`config.mk`:
```
export PLATFORM = sky130hd
export DESIGN_NAME = conv2x2_sched
export DESIGN_NICKNAME = d
export VERILOG_FILES = /design/src/rtl/cnn_pkg.sv /design/src/rtl/conv_addr_gen.sv /design/src/rtl/conv2x2_sched.sv
export SDC_FILE = /design/constraint.sdc
export NUM_CORES = 1
export LEC_CHECK = 0
export CAP_MARGIN = 0
export CORE_ASPECT_RATIO = 1.75
export CORE_UTILIZATION = 40
export CTS_CLUSTER_DIAMETER = 30
export DETAILED_ROUTE_END_ITERATION = 16
export PLACE_DENSITY = 0.67
export SLEW_MARGIN = 5
export SYNTH_ARGS = -nofsm -noshare
export SYNTH_HDL_FRONTEND = slang
export SYNTH_SLANG_ARGS = --single-unit
export TNS_END_PERCENT = 5
```
`constraint.sdc`:
```
create_clock -name clk -period 10.9 [get_ports clk]
set_clock_uncertainty 0.1 [all_clocks]
set_input_delay 2.18 -clock clk [delete_from_list [all_inputs] [get_ports clk]]
set_output_delay 2.18 -clock clk [all_outputs]
set_load 0.02 [all_outputs]
```
`src/rtl/cnn_pkg.sv`:
```
// Shared types for the 2x2 convolution sequencer: FSM states and window slot indices.
package cnn_pkg;

  typedef enum logic [2:0] {
    S_IDLE,
    S_F0,
    S_F1,
    S_F2,
    S_F3,
    S_WAIT,
    S_WRITE,
    S_DONE
  } state_t;

  localparam int unsigned SLOT_A0 = 0;
  localparam int unsigned SLOT_A1 = 1;
  localparam int unsigned SLOT_A2 = 2;
  localparam int unsigned SLOT_A3 = 3;
  localparam int unsigned NSLOT   = 4;

endpackage

```
`src/rtl/conv_addr_gen.sv`:
```
// Window position tracking for conv2x2_sched: row/column counters, running row base
// and output pointer, producing the four read addresses, the write address and a last-window flag.
module conv_addr_gen
  import cnn_pkg::*;
#(
  parameter int unsigned ADDR_W = 8
) (
  input  logic                          clk,
  input  logic                          rst,
  input  logic                          i_clear,
  input  logic                          i_step,
  input  logic [ADDR_W-1:0]             i_img_w,
  input  logic [ADDR_W-1:0]             i_img_h,
  input  logic [ADDR_W-1:0]             i_in_base,
  input  logic [ADDR_W-1:0]             i_out_base,
  output logic [NSLOT-1:0][ADDR_W-1:0]  o_rd_addr,
  output logic [ADDR_W-1:0]             o_wr_addr,
  output logic                          o_last
);

  logic [ADDR_W-1:0] r_r;
  logic [ADDR_W-1:0] r_c;
  logic [ADDR_W-1:0] r_row_base;
  logic [ADDR_W-1:0] r_out_addr;

  logic [ADDR_W-1:0] w_base;
  logic [ADDR_W-1:0] w_wm2;
  logic [ADDR_W-1:0] w_hm2;
  logic              w_row_end;

  assign w_wm2     = i_img_w - ADDR_W'(2);
  assign w_hm2     = i_img_h - ADDR_W'(2);
  // Column img_w-2 is the last window start in a row; likewise for rows.
  assign w_row_end = (r_c == w_wm2);
  assign o_last    = w_row_end && (r_r == w_hm2);

  assign w_base              = i_in_base + r_row_base + r_c;
  assign o_rd_addr[SLOT_A0]  = w_base;
  assign o_rd_addr[SLOT_A1]  = w_base + ADDR_W'(1);
  assign o_rd_addr[SLOT_A2]  = w_base + i_img_w;
  assign o_rd_addr[SLOT_A3]  = w_base + i_img_w + ADDR_W'(1);
  assign o_wr_addr           = r_out_addr;

  always_ff @(posedge clk or posedge rst) begin
    if (rst) begin
      r_r        <= '0;
      r_c        <= '0;
      r_row_base <= '0;
      r_out_addr <= '0;
    end else if (i_clear) begin
      r_r        <= '0;
      r_c        <= '0;
      r_row_base <= '0;
      r_out_addr <= i_out_base;
    end else if (i_step) begin
      r_out_addr <= r_out_addr + ADDR_W'(1);
      if (w_row_end) begin
        r_c        <= '0;
        r_r        <= r_r + ADDR_W'(1);
        r_row_base <= r_row_base + i_img_w;
      end else begin
        r_c        <= r_c + ADDR_W'(1);
      end
    end
  end

endmodule

```
`src/rtl/conv2x2_sched.sv`:
```
// Sequencer for a stride-1 valid 2x2 convolution: fetches each window through one SRAM
// read port, presents window and kernel to the external MAC, and writes the result back.
module conv2x2_sched
  import cnn_pkg::*;
#(
  parameter int unsigned WIDTH  = 8,
  parameter int unsigned ADDR_W = 8
) (
  input  logic                  clk,
  input  logic                  rst,
  input  logic                  start,
  input  logic [ADDR_W-1:0]     img_w,
  input  logic [ADDR_W-1:0]     img_h,
  input  logic [ADDR_W-1:0]     in_base,
  input  logic [ADDR_W-1:0]     out_base,
  input  logic [4*WIDTH-1:0]    kernel,
  output logic                  busy,
  output logic                  done,
  output logic                  rd_en,
  output logic [ADDR_W-1:0]     rd_addr,
  input  logic [WIDTH-1:0]      rd_data,
  output logic [4*WIDTH-1:0]    mac_a,
  output logic [4*WIDTH-1:0]    mac_k,
  input  logic [WIDTH-1:0]      mac_out,
  output logic                  wr_en,
  output logic [ADDR_W-1:0]     wr_addr,
  output logic [WIDTH-1:0]      wr_data
);

  state_t r_state;
  state_t w_next;

  logic [ADDR_W-1:0]  r_img_w;
  logic [ADDR_W-1:0]  r_img_h;
  logic [ADDR_W-1:0]  r_in_base;
  logic [4*WIDTH-1:0] r_kernel;
  logic [4*WIDTH-1:0] r_win;

  logic                         w_accept;
  logic                         w_step;
  logic                         w_last;
  logic [NSLOT-1:0][ADDR_W-1:0] w_rd_addr;
  logic [ADDR_W-1:0]            w_wr_addr;

  assign w_accept = (r_state == S_IDLE) && start;
  assign w_step   = (r_state == S_WRITE);

  conv_addr_gen #(
    .ADDR_W (ADDR_W)
  ) u_addr_gen (
    .clk        (clk),
    .rst        (rst),
    .i_clear    (w_accept),
    .i_step     (w_step),
    .i_img_w    (r_img_w),
    .i_img_h    (r_img_h),
    .i_in_base  (r_in_base),
    .i_out_base (out_base),
    .o_rd_addr  (w_rd_addr),
    .o_wr_addr  (w_wr_addr),
    .o_last     (w_last)
  );

  always_ff @(posedge clk or posedge rst) begin
    if (rst) begin
      r_state <= S_IDLE;
    end else begin
      r_state <= w_next;
    end
  end

  // Read data lags the strobe by one cycle, so each state captures the previous slot.
  always_ff @(posedge clk or posedge rst) begin
    if (rst) begin
      r_img_w   <= '0;
      r_img_h   <= '0;
      r_in_base <= '0;
      r_kernel  <= '0;
      r_win     <= '0;
    end else begin
      if (w_accept) begin
        r_img_w   <= img_w;
        r_img_h   <= img_h;
        r_in_base <= in_base;
        r_kernel  <= kernel;
      end
      case (r_state)
        S_F1:    r_win[SLOT_A0*WIDTH +: WIDTH] <= rd_data;
        S_F2:    r_win[SLOT_A1*WIDTH +: WIDTH] <= rd_data;
        S_F3:    r_win[SLOT_A2*WIDTH +: WIDTH] <= rd_data;
        S_WAIT:  r_win[SLOT_A3*WIDTH +: WIDTH] <= rd_data;
        default: ;
      endcase
    end
  end

  assign mac_a = r_win;
  assign mac_k = r_kernel;

  always_comb begin
    w_next  = r_state;
    busy    = 1'b0;
    done    = 1'b0;
    rd_en   = 1'b0;
    rd_addr = '0;
    wr_en   = 1'b0;
    wr_addr = '0;
    wr_data = '0;
    case (r_state)
      S_IDLE: begin
        if (start) begin
          if ((img_w < ADDR_W'(2)) || (img_h < ADDR_W'(2))) begin
            w_next = S_DONE;
          end else begin
            w_next = S_F0;
          end
        end
      end
      S_F0: begin
        busy    = 1'b1;
        rd_en   = 1'b1;
        rd_addr = w_rd_addr[SLOT_A0];
        w_next  = S_F1;
      end
      S_F1: begin
        busy    = 1'b1;
        rd_en   = 1'b1;
        rd_addr = w_rd_addr[SLOT_A1];
        w_next  = S_F2;
      end
      S_F2: begin
        busy    = 1'b1;
        rd_en   = 1'b1;
        rd_addr = w_rd_addr[SLOT_A2];
        w_next  = S_F3;
      end
      S_F3: begin
        busy    = 1'b1;
        rd_en   = 1'b1;
        rd_addr = w_rd_addr[SLOT_A3];
        w_next  = S_WAIT;
      end
      S_WAIT: begin
        busy   = 1'b1;
        w_next = S_WRITE;
      end
      S_WRITE: begin
        busy    = 1'b1;
        wr_en   = 1'b1;
        wr_addr = w_wr_addr;
        wr_data = mac_out;
        w_next  = w_last ? S_DONE : S_F0;
      end
      S_DONE: begin
        done   = 1'b1;
        w_next = S_IDLE;
      end
      default: w_next = S_IDLE;
    endcase
  end

endmodule

```
---- Word level (Yosys, flattened, before mapping) ----
Index checks and enable logic that the tools add are counted.
storage, ports and cells
  logic and storage cells ................. 67
  register bits after elaboration ......... 123
  input bits .............................. 83
  output and inout bits ................... 92
operators by class
  equal/unequal tests ..................... 10
  multiplexer cells ....................... 22
  $lt $le $gt $ge ......................... 2
  add/subtract/negate cells ............... 11
  reductions and logical operators ........ 9
operator list
  operator               number
  $mux W8                13
  $add A8 B1 Y8 const B  5
  $add A8 B8 Y8          4
  $pmux W8 S4            1
  $pmux W3 S8            1
  $eq A8 B8 Y1           2
  $lt A8 B2 Y1 const B   2
  $sub A8 B2 Y8 const B  2
  $eq A3 B3 Y1 const B   4
  $mux W3                3
  $eq A3 B2 Y1 const B   2
  $reduce_or A6 Y1       1
  $mux W1                4
  $reduce_bool A2 Y1     2
  $reduce_or A4 Y1       1
  $eq A3 B1 Y1 const B   1
  $logic_not A3 Y1       1
  $logic_and A1 B1 Y1    2
  $ne A2 B2 Y1 const B   1
  $reduce_and A2 Y1      1
  $logic_or A1 B1 Y1     1

---- Logic depth before layout (Yosys ltp) ----
Gate-level depths: netlist (run 1).
  depth after elaboration ................. 5
  mapped depth ............................ 17
  gate-level depth less buffers ........... 16

---- Hierarchy ----
From an unflattened synthesis (run 1), not the netlist that was laid out.
unflattened totals
  cells, all modules ...................... 629
  area total of the unflattened synthesis .. 7,104.3 sq um
by module, submodules not included
  module         instances  cells an instance  sequential area each (sq um)  area each (sq um)
  conv2x2_sched  1          267                2,277.2                       3,906.2
  conv_addr_gen  1          362                800.8                         3,198.1

---- Least setup slack after synthesis (run 1) ----
No wires, ideal clock.
  kind .................................... register -> output
  start ................................... reg u_addr_gen.r_c[1]
  end ..................................... out rd_addr[6]
  buffers on the path ..................... 1
  stages on the path, launching flop included .. 17
  required time ........................... 8.620 ns
  data arrival time ....................... 4.607 ns
  path slack .............................. 4.013 ns
  cell sequence ........................... dfrtp_1 > inv_1 > fa_1 > inv_1 > ha_1 > fa_1 > a211oi_1 > nor2_1 > xor2_1 > ha_1 > clkbuf_1 > or4_1 > o2111ai_1 > mux2i_1 > nor4b_1 > xor2_1 > o32ai_1
on the way
  cells in the longest elaborated chain, start to end .. 4
  elaborated cells on any way between the ends .. 5
  those cells by class .................... 4 x add/sub; 1 x mux
RTL lines
  what                      line                                      text
  start: declaration        conv_addr_gen.sv:22                       logic [ADDR_W-1:0] r_c;
  start signal: assignment  conv_addr_gen.sv:62                       r_c <= r_c + ADDR_W'(1);
  $add A8 B8 Y8 (*)         conv_addr_gen.sv:37                       assign w_base = i_in_base + r_row_base + r_c;
  $add A8 B8 Y8             conv_addr_gen.sv:40, conv_addr_gen.sv:41
  $add A8 B1 Y8             conv_addr_gen.sv:41                       assign o_rd_addr[SLOT_A3] = w_base + i_img_w + ADDR_W'(1);
  $pmux W8 S4 (*)           conv2x2_sched.sv:109                      case (r_state)
  end: declaration          conv2x2_sched.sv:20                       output logic [ADDR_W-1:0] rd_addr,
Mark *: on every way between the ends. The rest lies on a longest branch, timed or not.

---- Final worst setup path (run 1) ----
  start ................................... reg u_addr_gen.r_c[1]
  end ..................................... out rd_addr[7]
Same word-level chain as after synthesis.

==> impl_results.md, run 1 <==
* Status: completed
* First-pass GRT wire length at 30,840 µm
* Area of the multi-input gates at 0.003817 mm²
* Required time of the critical path at 8620 ps
* Post-synth EDFFs at 0
* Slew HR at 38.79%
* Root buf cell: clkbuf_16
* Post-CTS Setup Repair Bufs at 0
* Finished layout cell area at 0.009649 mm²
* Num CTS Buffers at 17
* Total core area at 0.01738 mm²
* Number of sinks on the clock net at 123
* Tmin final at 8107 ps
* Initial antenna violation count at 0
* CP max stage cell: nor4_1
* P_int at 0.8236 mW
* Crit path buf inv count at 3
* Leading area contributor after synthesis: dfrtp_1
* Post-layout net count at 1,101
* Largest cells by area after synthesis: dfrtp_1, nand2_1, ha_1
* PwrDens at 112.9 mW/mm²
* GP Congestion at 0.8573
* Cell Rows at 64
* Crit path DAT at 5830 ps
* Vias at 6,233
* Clk pwr share at 51.1%
* Leakage power at 4.365 nW
* DRC errors left at 0
* Max Clk Rate at 123.3 MHz
* Sequential share of power at 42.7%
* Largest net degree at the start of global routing at 82
* N_diodes at 0
* Largest fanout on the critical path at 9
* Routed WL at 18,940 µm
* Cts hold-fix bufs at 0
* CTS max path bufs at 2
* Worst Path Class, Setup: flip-flop to output pin
* Worst path max stage delay at 790 ps
* Die Wd at 102.6 µm
* DRT iter0 DRCs at 266
* CP startpoint kind: flip-flop
* Post-Syn Instances at 808
* Post-cts resize count at 0
* Final Max Tran Viols at 0
* Final HPWL from detailed placement at 13,850 µm
* Max Cap Violations at 0
* GRT overflow at 0
* Worst setup margin at 2793 ps
* DRT antenna net count at 0
* Via density at 5.096
* Switching share of power at 24.43%
* Worst slew pin tran at 909.7 ps
* Yosys warning total at 0
* Via count of the first global-routing pass at 6,389
* IO Count at 175
* Most frequent cell after synthesis: nand2_1
* Comb pwr share at 6.1%
* NetSw at 0.2663 mW
* Final setup fails at 0
* Synth Register Bits at 123
* Die area at 0.01828 mm²
* Leading register cell type out of synthesis: dfrtp_1
* Final worst-path cycle share at 74.38%
* 1st-pass router iterations at 4
* Clock H-tree levels at 4
* Synth-to-layout area growth at 36.13%
* RSZ-0062 raised after global routing: no
* CTS tree: done
* Critical Path, Cell by Cell: inv_1, fa_1, inv_1, ha_1, fa_1, a211oi_1, nor2_1, xor2_1, ha_1, a21oi_1, o221ai_1, o21a_1, nor4_1, nor4_4, xnor3_1, o211ai_2, clkdlybuf4s50_1
* Mapped Area at 0.007088 mm²
* Clk slew on worst S/H paths at 70 ps
* VDD IR max at 0.08917 mV
* FF/Latch Area at 0.003078 mm²
* Post-synth top area share at 43.42%
* PortBufs at 174
* GRT Util Overall at 22.03%
* Setup TNS at 0 ps
* Crit-path leading delay family: adder cells
* Routed WL per cell at 15.48 µm
* Area after DPL at 0.009071 mm²
* Height of the die at 178.1 µm
* Async set-reset flop share out of synthesis at 100.0%
* Starting Density at 40.79%
* Layout cells sized above 1 at 6.048%
* Worst skew pair latency at 420 ps
* Mapped Avg Cell Area at 8.772 µm²
* Net Count, Synth at 930
* Crit. End Element: output pin
* Pre-CTS WS at 3195 ps
* Seq/Total Area, Yosys at 43.42%
* Utilization after layout at 55.53%
* Fillers at 1,603
* Most frequent cells after synthesis: nand2_1, dfrtp_1, o21ai_0
* Post-synth cell types at 58
* Worst Hold Class: flip-flop to flip-flop
* Hold Fails Final Rpt at 0
power groups by stage:
stage                     clock (mW)  sequential (mW)  combinational, mW
after floorplan                    0            0.482             0.0118
after global placement             0            0.474             0.0674
after detailed placement           0            0.474             0.0681
after CTS                      0.569            0.466             0.0683
after global routing           0.588            0.466             0.0728
final                          0.557            0.466             0.0668
per-layer routing:
layer  vias to the layer above  GRT usage (%)  share of wire [%]
met5                         -              0                  0
met4                         0          9.702                2.7
met3                        30          5.643                5.3
met2                       177          40.64                 53
met1                      2963          22.78                 39
li1                       3063              -                  -
worst min-delay path, delay by kind of cell, from the launching register on:
| kind | cells | cell delay (ps) |
|---|---|---|
| flip-flops | 1 | 330 |
| AND/OR/NAND/NOR | 2 | 110 |
placed cells by master, fill, tap and decap left out, types with 5 or more instances in the layout:
| cell | Yosys | final |
|---|---|---|
| o21a_1 | 5 | 5 |
| nor2_1 | 38 | 38 |
| nand3_1 | 16 | 16 |
| nor4_1 | 5 | 5 |
| inv_1 | 19 | 18 |
| dfrtp_1 | 123 | 123 |
| mux2i_1 | 7 | 7 |
| o21ai_0 | 40 | 40 |
| a21oi_1 | 14 | 14 |
| clkdlybuf4s50_1 | 0 | 174 |
| ha_1 | 29 | 29 |
| xnor2_1 | 27 | 27 |
| and3_1 | 10 | 10 |
| xor2_1 | 30 | 30 |
| nor3_1 | 13 | 13 |
| buf_4 | 0 | 9 |
| a22oi_1 | 6 | 6 |
| nand2_1 | 268 | 267 |
| nand2b_1 | 7 | 7 |
| inv_6 | 0 | 5 |
| nand4_1 | 5 | 5 |
| clkbuf_16 | 0 | 17 |
| mux2_2 | 9 | 9 |
| a211oi_1 | 5 | 5 |
| and2_1 | 19 | 18 |
| fa_1 | 10 | 10 |
per-stage QoR:
stage	cells	hold slack, ps	power (mW)
after floorplan	808	365.2	0.4935
after global placement	1191	357.4	0.5414
after detailed placement	1191	361.0	0.5423
after CTS	1223	375.5	1.103
after global routing	1223	391.0	1.127
final	1223	370.0	1.090
layout make-up:
| cell class | count | area share, % |
|---|---|---|
| Inverter | 20 | 0.8039 |
| Clock buffer | 17 | 4.409 |
| Multi-Input combinational cell | 634 | 39.56 |
| Sequential cell | 123 | 31.90 |
| Clock inverter | 15 | 1.582 |
| Tap cell | 231 | 2.995 |
| Timing Repair Buffer | 183 | 18.75 |
flip-flops by register name, summed over array words and instances (netlist names):
signal / flops
mac_a: 32
r_state: 3
u_addr_gen.r_r: 8
u_addr_gen.r_row_base: 8
r_in_base: 8
u_addr_gen.r_c: 8
u_addr_gen.o_wr_addr: 8
r_img_h: 8
mac_k: 32
r_img_w: 8
worst paths after layout:
path	from	slack [ps]	depth (start not counted)	end
max in group asynchronous	rst	7260	3	r_in_base[6]
worst max register to register	r_img_w[1]	7530	9	u_addr_gen.r_row_base[7]
min in group asynchronous	rst	2220	2	mac_a[26]
worst min register to register	mac_a[6]	370	2	mac_a[6]
worst min-delay path	mac_a[6]	370	2	mac_a[6]
worst max-delay path	u_addr_gen.r_c[1]	2790	17	rd_addr[7]
cells by family after synthesis:
logic type / synth area share [%]
and+or+nand+nor: 25.31
DFF: 43.42
AOI/OAI and AO/OA: 10.70
xor gates and xnor gates: 7.361
buffers and inverters: 2.842
adders and majority gates: 7.944
muxes: 2.418
(Power assumes the default switching activity.)
==> inputs of run 2 (changes only) <==
==> constraint.sdc (replaced) <==
create_clock -name clk -period 7.9 [get_ports clk]
set_clock_uncertainty 0.1 [all_clocks]
set_input_delay 1.58 -clock clk [delete_from_list [all_inputs] [get_ports clk]]
set_output_delay 1.58 -clock clk [all_outputs]
set_load 0.02 [all_outputs]
==> run 2 against run 1 <==
  * Sequential power grew 38%
  * Critical endpoint unchanged
  * Highest routed layer unchanged
  * Worst hold slack lost 2.5 ps
  * Clock power grew 47%
==> impl_results.md, run 2 (synthesized netlist as in run 1, its figures left out) <==
* CTS tree: done
* Tmin final at 7497 ps
* Crit path DAT at 5820 ps (about the same)
* Post-cts resize count at 0 (unchanged)
* Critical Path, Cell by Cell: inv_1, fa_1, inv_1, ha_1, fa_1, a211oi_1, nor2_1, xor2_1, ha_1, a21oi_1, o221ai_1, o21a_1, nor4_1, nor4_4, xnor3_1, o211ai_2, clkdlybuf4s50_1
* Synth-to-layout area growth at 36.79%
* Hold slack at 367.4 ps (-2.540 ps)
* PwrDens at 160.1 mW/mm² (+42%)
* Hold path endpoint: mac_k[5]
* Die Wd at 102.6 µm (unchanged)
* Status: completed
* Pre-CTS WS at 834.7 ps (-2360 ps)
* Num CTS Buffers at 17 (unchanged)
* First-pass GRT wire length at 30,680 µm (-0.49%)
* Commonest non-fill, non-tap cells in the layout: nand2_1, clkdlybuf4s50_1, dfrtp_1
* Crit. End Element: output pin
* Root buf cell: clkbuf_16
* GRT overflow at 0 (unchanged)
* Final setup fails at 0 (unchanged)
* Routed WL at 18,820 µm (-0.63%)
* Worst Path Class, Setup: flip-flop to output pin
* Max Cap Violations at 0 (unchanged)
* Starting Density at 40.79% (unchanged)
* Worst setup margin at 403.3 ps (-2389 ps)
* 1st-pass router iterations at 4 (unchanged)
* Cts hold-fix bufs at 0 (unchanged)
* Path depth of the worst reg2reg path at 7 (-2)
* Final Max Tran Viols at 0 (unchanged)
* Hold Fails Final Rpt at 0 (unchanged)
* Utilization after layout at 55.80% (+0.27 points)
* Fillers at 1,620 (+1.1%)
* Total core area at 0.01738 mm² (unchanged)
* Worst Hold Class: flip-flop to flip-flop
* Clk slew on worst S/H paths at 60 ps (about the same)
* Die area at 0.01828 mm² (unchanged)
* Crit Reg-Reg Startpoint: r_state[2]
* Clock H-tree levels at 4 (unchanged)
* DRT iter0 DRCs at 278 (+4.5%)
* PortBufs at 174 (unchanged)
* Height of the die at 178.1 µm (unchanged)
* IO Count at 175 (unchanged)
* GRT Util Overall at 21.93% (-0.095 points)
* Final HPWL from detailed placement at 13,670 µm (-1.3%)
* Final worst-path cycle share at 94.89%
* Placed cells at 1,191 (unchanged)
* Routed WL per cell at 15.39 µm (-0.63%)
* Cell Rows at 64 (unchanged)
* GP Congestion at 0.8583 (+0.12%)
* Leakage power at 4.389 nW (+0.55%)
* DRT antenna net count at 0 (unchanged)
* N_diodes at 0 (unchanged)
* Layout cells sized above 1 at 6.048% (unchanged)
* Via count of the first global-routing pass at 6,407 (+0.28%)
* Setup TNS at 0 ps (unchanged)
* Slew HR at 36.05% (-2.7 points)
* Post-layout net count at 1,101 (unchanged)
* Worst skew pair latency at 410 ps (about the same)
* Setup slack, reg-to-reg at 4530 ps (-3000 ps)
* DRC errors left at 0 (unchanged)
* Worst path max stage delay at 820 ps (+30 ps)
* Largest net degree at the start of global routing at 82 (unchanged)
* Required time of the critical path at 6220 ps (-2400 ps)
* Max Clk Rate at 133.4 MHz
* Via density at 5.138 (+0.82%)
* Hold_sp: mac_k[5]
* Initial antenna violation count at 0 (unchanged)
* Hold depth at 2 (unchanged)
* CP max stage cell: nor4_1
* VDD IR max at 0.1273 mV (+43%)
* Number of sinks on the clock net at 123 (unchanged)
* CTS max path bufs at 2 (unchanged)
* RR Endpoint: u_addr_gen.r_row_base[7]
* Vias at 6,284 (+0.82%)
* Worst slew pin tran at 950.4 ps (+40.72 ps)
* Commonest non-fill, non-tap cell in the layout: nand2_1
* Post-route insts no fill at 1,223 (unchanged)
* Largest fanout on the critical path at 9 (unchanged)
* Post-CTS Setup Repair Bufs at 0 (unchanged)
* CP startpoint kind: flip-flop
* RSZ-0062 raised after global routing: no
-- run 2: cell types whose count changed in the layout (fill, tap and decap cells not counted), sizes merged --
cell      delta
clkinvlp     -1
clkbuf       +1
inv          -4
clkinv       +2
bufinv       +2
-- run 2: worst max path at each step --
stage	startpoint	endpoint	slack [ps]	cells after the start
finish	u_addr_gen.r_c[1]	rd_addr[7]	400	17
global route	u_addr_gen.r_c[1]	rd_addr[6]	80	16
CTS	u_addr_gen.r_c[1]	rd_addr[7]	390	17
detailed placement	u_addr_gen.r_c[1]	rd_addr[7]	830	17
global placement	u_addr_gen.r_c[1]	rd_addr[7]	950	17
floorplan	u_addr_gen.r_c[1]	rd_addr[6]	1610	16
-- run 2: area by class of cell --
class / instances / area [µm²] / share of cell area [%]
repair buffers: 183 / 1809 / 18.66
clock inverters: 14 / 185.2 / 1.910
flip-flops and latches: 123 / 3078 / 31.75
well taps: 231 / 289.0 / 2.981
clock buffers: 18 / 439.2 / 4.530
inverters: 20 / 77.57 / 0.8001
multi-input cells: 634 / 3817 / 39.37
-- run 2: layer usage --
metal	wire length, µm	track usage, %	share of wire [%]
met5	0	0	0
met4	519	8.869	2.8
met3	1161	5.956	6.2
met2	9839	40.19	52
met1	7298	23.04	39
-- run 2: where the power goes --
group          switching [mW]  total (mW)  leakage [nW]  internal (mW)
combinational          0.0383      0.0921          2.61         0.0538
sequential            0.00424       0.643          1.47          0.639
clock                   0.305       0.817         0.301          0.512
total                   0.348        1.55          4.39           1.20
-- run 2: worst max-delay path, delay by kind of cell, from the launching register on --
family,cells,cell delay [ps]
DFF,1,420
buffers and inverters,3,800
and+or+nand+nor,3,1040
adders and majority gates,4,1520
AOI/OAI and AO/OA,5,900
xor gates and xnor gates,2,720
-- run 2: through the flow --
stage               power, mW  area, µm²
floorplan              0.6809       7088
global placement       0.7469       9071
detailed placement     0.7480       9071
CTS                     1.575       9696
global route            1.610       9696
finish                  1.552       9696
==> inputs of run 3 (changes only) <==
--- a/config.mk
+++ b/config.mk
@@ -10,7 +10,7 @@
 export CORE_UTILIZATION = 40
 export CTS_CLUSTER_DIAMETER = 30
 export DETAILED_ROUTE_END_ITERATION = 16
-export PLACE_DENSITY = 0.67
+export DONT_BUFFER_PORTS = 1
 export SLEW_MARGIN = 5
 export SYNTH_ARGS = -nofsm -noshare
 export SYNTH_HDL_FRONTEND = slang
==> constraint.sdc (replaced) <==
create_clock -name clk -period 9 [get_ports clk]
set_clock_uncertainty 0.1 [all_clocks]
set_input_delay 1.8 -clock clk [delete_from_list [all_inputs] [get_ports clk]]
set_output_delay 1.8 -clock clk [all_outputs]
set_load 0.02 [all_outputs]
==> run 3 against run 2 <==
  * Core utilization decreased by 10 points
  * First-iteration DRC count decreased by 8.6%
  * Critical path depth decreased by 2
  * Critical endpoint is now rd_addr[6]
==> impl_results.md, run 3 (synthesized netlist as in run 1, its figures left out) <==
* Status: completed
* Via count of the first global-routing pass at 5,556 (-13%)
* Path depth of the worst reg2reg path at 6 (-1)
* Height of the die at 178.1 µm (unchanged)
* Post-layout net count at 925 (-16%)
* DRC errors left at 0 (unchanged)
* Routed WL at 17,980 µm (-4.4%)
* Crit. End Element: output pin
* GRT overflow at 0 (unchanged)
* Final worst-path cycle share at 81.35%
* Worst Path Class, Setup: flip-flop to output pin
* GP Congestion at 0.8852 (+3.1%)
* Max Cap Violations at 0 (unchanged)
* Final HPWL from detailed placement at 12,930 µm (-5.4%)
* First-pass GRT wire length at 28,520 µm (-7.0%)
* Critical Path, Cell by Cell: inv_1, fa_1, inv_1, ha_1, fa_1, a211oi_1, nor2_1, xor2_1, ha_1, or4_1, o2111ai_1, mux2i_1, nor4b_1, xor2_1, o32ai_1
* IO Count at 175 (unchanged)
* Post-cts resize count at 0 (unchanged)
* Setup TNS at 0 ps (unchanged)
* Hold depth at 2 (unchanged)
* Largest net degree at the start of global routing at 81 (-1.2%)
* CTS tree: done
* Commonest non-fill, non-tap cells in the layout: nand2_1, dfrtp_1, o21ai_0
* PwrDens at 160.9 mW/mm² (+0.49%)
* Final Max Tran Viols at 0 (unchanged)
* Worst path max stage delay at 710 ps (-110 ps)
* Total core area at 0.01738 mm² (unchanged)
* Post-CTS Setup Repair Bufs at 0 (unchanged)
* Worst setup margin at 1679 ps (+1276 ps)
* Final setup fails at 0 (unchanged)
* Utilization after layout at 45.44% (-10 points)
* DRT antenna net count at 0 (unchanged)
* 1st-pass router iterations at 6 (+2)
* Initial antenna violation count at 0 (unchanged)
* Hold Fails Final Rpt at 0 (unchanged)
* Synth-to-layout area growth at 11.40%
* Root buf cell: clkbuf_16
* Layout cells sized above 1 at 6.994% (+0.95 points)
* Commonest non-fill, non-tap cell in the layout: nand2_1
* Tmin final at 7321 ps
* GRT Util Overall at 20.68% (-1.3 points)
* Routed WL per cell at 17.19 µm (+12%)
* Post-route insts no fill at 1,046 (-14%)
* Finished layout cell area at 0.007896 mm² (-19%)
* Cell Rows at 64 (unchanged)
* DRT iter0 DRCs at 254 (-8.6%)
* PortBufs at 0 (-100%)
* Leakage power at 3.703 nW (-16%)
* Power, Total at 1.270 mW (-18%)
* Number of sinks on the clock net at 123 (unchanged)
* Worst skew pair latency at 410 ps (about the same)
* Pre-CTS WS at 2096 ps (+1261 ps)
* Worst slew pin tran at 988.1 ps (+37.66 ps)
* VDD IR max at 0.1093 mV (-14%)
* Max Clk Rate at 136.6 MHz
* Largest fanout on the critical path at 9 (unchanged)
* Via density at 5.382 (+4.8%)
* Num CTS Buffers at 17 (unchanged)
* Vias at 5,630 (-10%)
* CTS max path bufs at 2 (unchanged)
* Clk slew on worst S/H paths at 60 ps (about the same)
* Cts hold-fix bufs at 0 (unchanged)
* RSZ-0062 raised after global routing: no
* CP startpoint kind: flip-flop
* Slew HR at 34.13% (-1.9 points)
* Crit path DAT at 5420 ps (-400 ps)
* Placed cells at 1,015 (-15%)
* Hold slack at 396.3 ps (+28.89 ps)
* Required time of the critical path at 7100 ps (+880 ps)
* Clock H-tree levels at 4 (unchanged)
* Die area at 0.01828 mm² (unchanged)
* Area after DPL at 0.007315 mm² (-19%)
* Fillers at 1,688 (+4.2%)
* Starting Density at 40.79% (unchanged)
* CP max stage cell: o32ai_1
* Die Wd at 102.6 µm (unchanged)
* N_diodes at 0 (unchanged)
* Worst Hold Class: flip-flop to flip-flop
-- run 3: cell types whose count changed in the layout (fill, tap and decap cells not counted) --
cell,change
clkinv_4,-1
bufinv_16,-1
inv_6,+1
inv_8,-2
clkdlybuf4s50_1,-174
buf_4,-2
clkinv_2,+2
-- run 3: worst paths after layout --
path                              startpoint                       end  slack [ps]
max                        u_addr_gen.r_c[1]                rd_addr[6]        1680
min                             r_in_base[7]              r_in_base[7]         400
max reg2reg                       r_state[2]  u_addr_gen.r_row_base[7]        5310
min reg2reg                     r_in_base[7]              r_in_base[7]         400
max in group asynchronous                rst              r_in_base[4]        6180
min in group asynchronous                rst                 mac_a[12]        1390
-- run 3: critical path, delay by kind of cell (launching register included) --
family,cells,cell delay (ps)
adders and majority gates,4,1500
buffers and inverters,2,140
xor gates and xnor gates,2,440
and+or+nand+nor,3,1090
DFF,1,420
muxes,1,230
AOI/OAI and AO/OA,3,1200
-- run 3: area by class of cell --
type / instances / area (µm²) / area share (%)
Tap cell: 231 / 289.0 / 3.660
Timing Repair Buffer: 7 / 52.55 / 0.6655
Clock inverter: 13 / 142.6 / 1.806
Clock buffer: 18 / 439.2 / 5.562
Multi-Input combinational cell: 634 / 3817 / 48.34
Sequential cell: 123 / 3078 / 38.98
Inverter: 20 / 77.57 / 0.9824
-- run 3: layer usage --
metal,vias to the layer above,routed length (µm),part of all wire (%),global-route usage [%]
met5,-,0,0,0
met4,0,507,2.8,9.286
met3,23,1090,6.1,4.976
met2,182,9283,52,37.14
met1,2710,7103,39,22.43
li1,2715,-,-,-
-- run 3: power by group --
group / internal (mW) / total [mW] / leakage, nW / switching (mW)
combinational: 0.00434 / 0.0183 / 1.95 / 0.0140
sequential: 0.561 / 0.575 / 1.47 / 0.0142
clock: 0.415 / 0.677 / 0.283 / 0.262
